<file path="config.mk">
export PLATFORM = sky130hd
export DESIGN_NAME = shift_rotate_engine
export DESIGN_NICKNAME = d
export VERILOG_FILES = /design/src/rtl/shift_rotate_engine.sv
export SDC_FILE = /design/constraint.sdc
export NUM_CORES = 1
export LEC_CHECK = 0
export CAP_MARGIN = 20
export CORE_MARGIN = 2
export CORE_UTILIZATION = 25
export DETAILED_ROUTE_END_ITERATION = 8
export GPL_TIMING_DRIVEN = 0
export SYNTH_ARGS = -nofsm -noshare
export SYNTH_HDL_FRONTEND = slang
export SYNTH_SLANG_ARGS = --single-unit
</file>
<file path="constraint.sdc">
create_clock -name clk -period 5.5 [get_ports clk]
set_input_delay 1.1 -clock clk [delete_from_list [all_inputs] [get_ports clk]]
set_output_delay 1.1 -clock clk [all_outputs]
set_load 0.05 [all_outputs]
</file>
<file path="src/rtl/shift_rotate_engine.sv">
// -----------------------------------------------------------------------------
// shift_rotate_engine
//
// Multi-cycle shift/rotate engine. Holds a WIDTH-bit register and moves it left
// or right by a commanded amount, at most STEP positions per clock. Modes are
// rotate, logical shift and arithmetic shift. Amounts >= WIDTH are executed
// step by step, so shifts saturate naturally and rotates wrap.
//
// Ports:
//   clk       rising-edge clock
//   rst_n     synchronous, active-low reset
//   enable    global qualifier; 0 freezes data/FSM/counter (done still clears)
//   load      in IDLE: data_out <= data_in (wins over start)
//   data_in   parallel load value
//   start     in IDLE without load: accept a command
//   dir       1 = right (toward LSB), 0 = left; sampled at accept
//   mode      00 rotate, 01 logical, 10 arithmetic, 11 rotate; sampled at accept
//   amount    total positions to move; sampled at accept
//   data_out  register contents
//   busy      high while a command executes
//   done      one-cycle completion pulse
// -----------------------------------------------------------------------------
module shift_rotate_engine #(
    parameter int WIDTH = 8,
    parameter int AMT_W = 4,
    parameter int STEP  = 1
) (
    input  logic             clk,
    input  logic             rst_n,
    input  logic             enable,
    input  logic             load,
    input  logic [WIDTH-1:0] data_in,
    input  logic             start,
    input  logic             dir,
    input  logic [1:0]       mode,
    input  logic [AMT_W-1:0] amount,
    output logic [WIDTH-1:0] data_out,
    output logic             busy,
    output logic             done
);

    typedef enum logic {
        IDLE = 1'b0,
        RUN  = 1'b1
    } state_t;

    localparam logic [1:0] MODE_LSH = 2'b01;
    localparam logic [1:0] MODE_ASH = 2'b10;

    // The per-cycle move count must hold both the remaining count and STEP,
    // whichever needs more bits.
    localparam int STEP_W = $clog2(STEP + 1);
    localparam int CNT_W  = (AMT_W > STEP_W) ? AMT_W : STEP_W;

    state_t             state;
    state_t             state_next;
    logic [AMT_W-1:0]   rem;
    logic               dir_q;
    logic [1:0]         mode_q;

    logic [CNT_W-1:0]   rem_ext;
    logic [CNT_W-1:0]   k;
    logic [AMT_W-1:0]   rem_after;
    logic [WIDTH-1:0]   moved;
    logic [2*WIDTH-1:0] dbl_l;
    logic [2*WIDTH-1:0] dbl_r;
    logic               accept;

    assign accept = enable && (state == IDLE) && !load && start;

    // k = min(STEP, rem); only meaningful in RUN, where rem is never zero.
    assign rem_ext   = CNT_W'(rem);
    assign k         = (rem_ext < CNT_W'(STEP)) ? rem_ext : CNT_W'(STEP);
    assign rem_after = rem - AMT_W'(k);

    // Barrel move by k. Rotates use a doubled copy of the register so the bits
    // shifted out of one half land in the other.
    // NOTE: every variable driven here gets a default first so that no path
    // leaves it unassigned, which would infer a latch.
    always_comb begin
        moved = data_out;
        dbl_l = {data_out, data_out} << k;
        dbl_r = {data_out, data_out} >> k;
        if (dir_q) begin
            if (mode_q == MODE_LSH)
                moved = data_out >> k;
            else if (mode_q == MODE_ASH)
                moved = $unsigned($signed(data_out) >>> k);
            else
                moved = dbl_r[WIDTH-1:0];
        end else begin
            // Arithmetic left is the same as logical left.
            if ((mode_q == MODE_LSH) || (mode_q == MODE_ASH))
                moved = data_out << k;
            else
                moved = dbl_l[2*WIDTH-1:WIDTH];
        end
    end

    // State register.
    // NOTE: sequential state uses non-blocking assignments so every register
    // samples values from before the edge, independent of statement order.
    always_ff @(posedge clk) begin
        if (!rst_n)
            state <= IDLE;
        else
            state <= state_next;
    end

    // Next-state logic. A zero-amount accept completes without leaving IDLE.
    always_comb begin
        state_next = state;
        case (state)
            IDLE: if (accept && (amount != '0)) state_next = RUN;
            RUN:  if (enable && (rem_after == '0)) state_next = IDLE;
        endcase
    end

    // Outputs decoded from state.
    always_comb begin
        busy = (state == RUN);
    end

    // Datapath, command capture and done pulse.
    always_ff @(posedge clk) begin
        if (!rst_n) begin
            data_out <= '0;
            rem      <= '0;
            dir_q    <= 1'b0;
            mode_q   <= 2'b00;
            done     <= 1'b0;
        end else begin
            // done is a single-cycle pulse and clears even when enable is low.
            done <= 1'b0;
            if (enable) begin
                if (state == IDLE) begin
                    if (load) begin
                        data_out <= data_in;
                    end else if (start) begin
                        dir_q  <= dir;
                        mode_q <= mode;
                        rem    <= amount;
                        if (amount == '0)
                            done <= 1'b1;
                    end
                end else begin
                    data_out <= moved;
                    rem      <= rem_after;
                    if (rem_after == '0)
                        done <= 1'b1;
                end
            end
        end
    end

endmodule

</file>
==> impl_metrics.ini <==
[worst_setup_path]
cp.depth = 1
endpoint_kind = primary output
path_buf_inv = 1
crit_path_start_kind = flip-flop
required_ns = 4.40
r2r-end = done$_SDFF_PN0_
crit_family = buffers and inverters
max_stage_delay_ns = 0.84
reg2reg_from = rem[0]$_SDFFE_PN0P_
crit_fanout = 5
crit_type = flip-flop to primary output
crit_end = data_out[0]
rr_worst_depth = 8
worstSetupStartpoint = data_out[0]$_SDFFE_PN0P_
crit_chain = clkdlybuf4s50_1
r2r_slack_ns = 3.47
cp_slowest_cell = clkdlybuf4s50_1
worstPathArrival_ns = 1.52

[sta]
setup_viol = 0
period_minus_slack_ns = 2.62
clock_skew_ns = 0.00719
hold_viol_final = 0
finalSetupTns_ns = 0
worst_pin_slew_ns = 0.495
slew_viol_final = 0
rsz0062_at_grt = no
finalCritPeriodShare = 0.477
fmax_mhz = 381
relSlewSlack = 0.669

[finish]
antenna_cells = 0
layout.cells.non_filler = 206
fin_area_sq_um = 1420
syn_to_final_growth_pct = 39.0
final_layout_size_suffix_gt1_frac = 0.0641
finalNetCount = 181

[global_routing]
use_met2 = 0.208
grtUsageMet3 = 0.0296
grtUsageTotal = 0.124
grt_overflow = 0
grt_pass1_vias = 945
grt_max_degree = 11
busiest_layer = met2
antenna_found_initial = 0
grt_pass1_wl_um = 4330
grt_util_met1 = 0.154

[synthesis]
seq_area_frac_synth = 0.333
synth.cell_area_sq_um = 1020
yosysUniqueCellTypes = 34
avgSynthCellArea_sq_um = 8.32
synth_seq_cells = 17
syn-num-nets = 147
yosys_warnings = 0
netlist_instances = 123

[floorplan]
io_pins = 30
core_area_sq_um = 3970
initial_utilization = 0.258
row_count = 23
die-area_sq_um = 4620
die_h_um = 68.0
dieWidth_um = 68.0

[cts]
cts_buffer_depth = 2
cts_tree = done
clkLatencyLatePin_ns = 0.26
post_cts_buffers = 0
root_buffer = clkbuf_8
path_clk_slew_ns = 0.08
cts_max_level = 1
hold_buffers = 0
cts-resized-gates = 0
cts_buffers = 3
clock_sinks = 17

[place]
place_congestion = 0.823
placed_area_sq_um = 1380
dp_hpwl_um = 2100
dp.cells = 202
portBuffers = 29

[detailed_routing]
dr.first_iter.drc_count = 41
vias_per_cell = 4.98
drt-total-wl_um = 2730
final_antenna_net_count = 0
vias = 1026
wl_per_cell_um = 13.2
firstDrtPassIters = 4
drc_errors = 0

[power_and_ir_drop]
peakVddDrop_v = 0.000113
leakagePower_uw = 0.000506
power_density_nw_per_um2 = 228

[run]
drv_cap = 0

[hold_path]
hp-class = flip-flop to flip-flop
holdPathStages = 2

[outcome]
outcome = complete, no violations
## stage by stage
step / util / hold slack [ns] / setup WS, ns / total power [uW]
2_1_floorplan: - / 0.474 / 3.57 / 194
4_1_cts: 0.358 / 0.506 / 2.87 / 327
6_report: 0.358 / 0.509 / 2.88 / 325
5_1_grt: 0.358 / 0.540 / 2.84 / 341
3_3_place_gp: 0.347 / 0.493 / 2.73 / 227
3_5_place_dp: 0.347 / 0.495 / 2.73 / 229
## logic make-up (layout without fill, tap and decap cells)
family          count (synthesis)  in the layout  synth area share
flops                          17             17             0.333
buf+inv                        12             45            0.0550
xor+xnor                        1              1           0.00856
fa+ha+maj                       4              4            0.0489
compound gates                 43             43             0.287
simple gates                   39             39             0.199
mux                             7              7            0.0685
## cells in the final DEF (no fill, tap or decap), types with 2 or more instances in the layout
cell             netlist  final
a22o_1                 5      5
nor2b_1                5      5
and3_1                 2      2
mux2i_1                7      7
nor2_1                 5      5
clkdlybuf4s50_1        0     29
inv_1                  6      6
nor4_1                 2      2
nand3_1                2      2
dfxtp_1               17     17
a21boi_0               6      6
a21oi_1                4      4
o211ai_1               2      2
buf_2                  3      3
clkbuf_8               0      3
ha_1                   4      4
nand2b_1               2      2
a31oi_1                2      2
o21ai_0               15     15
nand2_1               16     16
o21a_1                 3      3
## registers in the layout, indices dropped and copies added (netlist names)
signal,count
data_out,8
dir_q,1
rem,4
mode_q,2
busy,1
done,1
## power by group
part | switching (uW) | internal [uW] | leakage, uW | total [uW]
Clock | 48.0 | 50.4 | 0.0000255 | 98.4
Sequential | 7.61 | 130 | 0.000139 | 137
Combinational | 48.2 | 40.6 | 0.000342 | 88.8
## per-layer routing
layer,up-vias,wire [um],share of wire
li1,513,-,-
met1,482,1290,0.47
met2,27,1300,0.47
met3,4,109,0.040
met4,0,33,0.012
met5,-,0,0
## cell type report
type | count | area, sq um
Buffer | 6 | 33.8
Clock inverter | 1 | 5.00
Tap cell | 50 | 62.6
Inverter | 6 | 22.5
Clock buffer | 3 | 41.3
Fill cell | 413 | 2550
Sequential cell | 17 | 340
Multi-Input combinational cell | 94 | 627
Timing Repair Buffer | 29 | 290
## synth_stat cells, drive strengths merged
cell type,n,share of area
dfxtp,17,0.33
nand2,17,0.078
o21ai,16,0.078
mux2i,7,0.068
a21boi,6,0.044
inv,6,0.022
a22o,5,0.043
buf,5,0.029
nor2,5,0.018
nor2b,5,0.031
a21oi,4,0.020
ha,4,0.049
o21a,3,0.022
a31oi,2,0.012
and3,2,0.012
nand2b,2,0.012
nand3,2,0.0098
nor4,2,0.012
o211ai,2,0.015
a2bb2oi,1,0.0086
and2,1,0.0061
clkbuf,1,0.0037
nand3b,1,0.0073
nor3,1,0.0049
o2111a,1,0.011
o221a,1,0.011
o221ai,1,0.015
o2bb2ai,1,0.0086
or4,1,0.0073
xnor2,1,0.0086
## worst min-delay path by stage
stage | to | startpoint
CTS | mode_q[1]$_SDFFE_PN0P_ | mode_q[1]$_SDFFE_PN0P_
finish | mode_q[1]$_SDFFE_PN0P_ | mode_q[1]$_SDFFE_PN0P_
detailed placement | mode_q[1]$_SDFFE_PN0P_ | mode_q[1]$_SDFFE_PN0P_
global route | mode_q[1]$_SDFFE_PN0P_ | mode_q[1]$_SDFFE_PN0P_
global placement | mode_q[0]$_SDFFE_PN0P_ | mode_q[0]$_SDFFE_PN0P_
floorplan | mode_q[1]$_SDFFE_PN0P_ | mode_q[1]$_SDFFE_PN0P_
(Power assumes the default switching activity.)
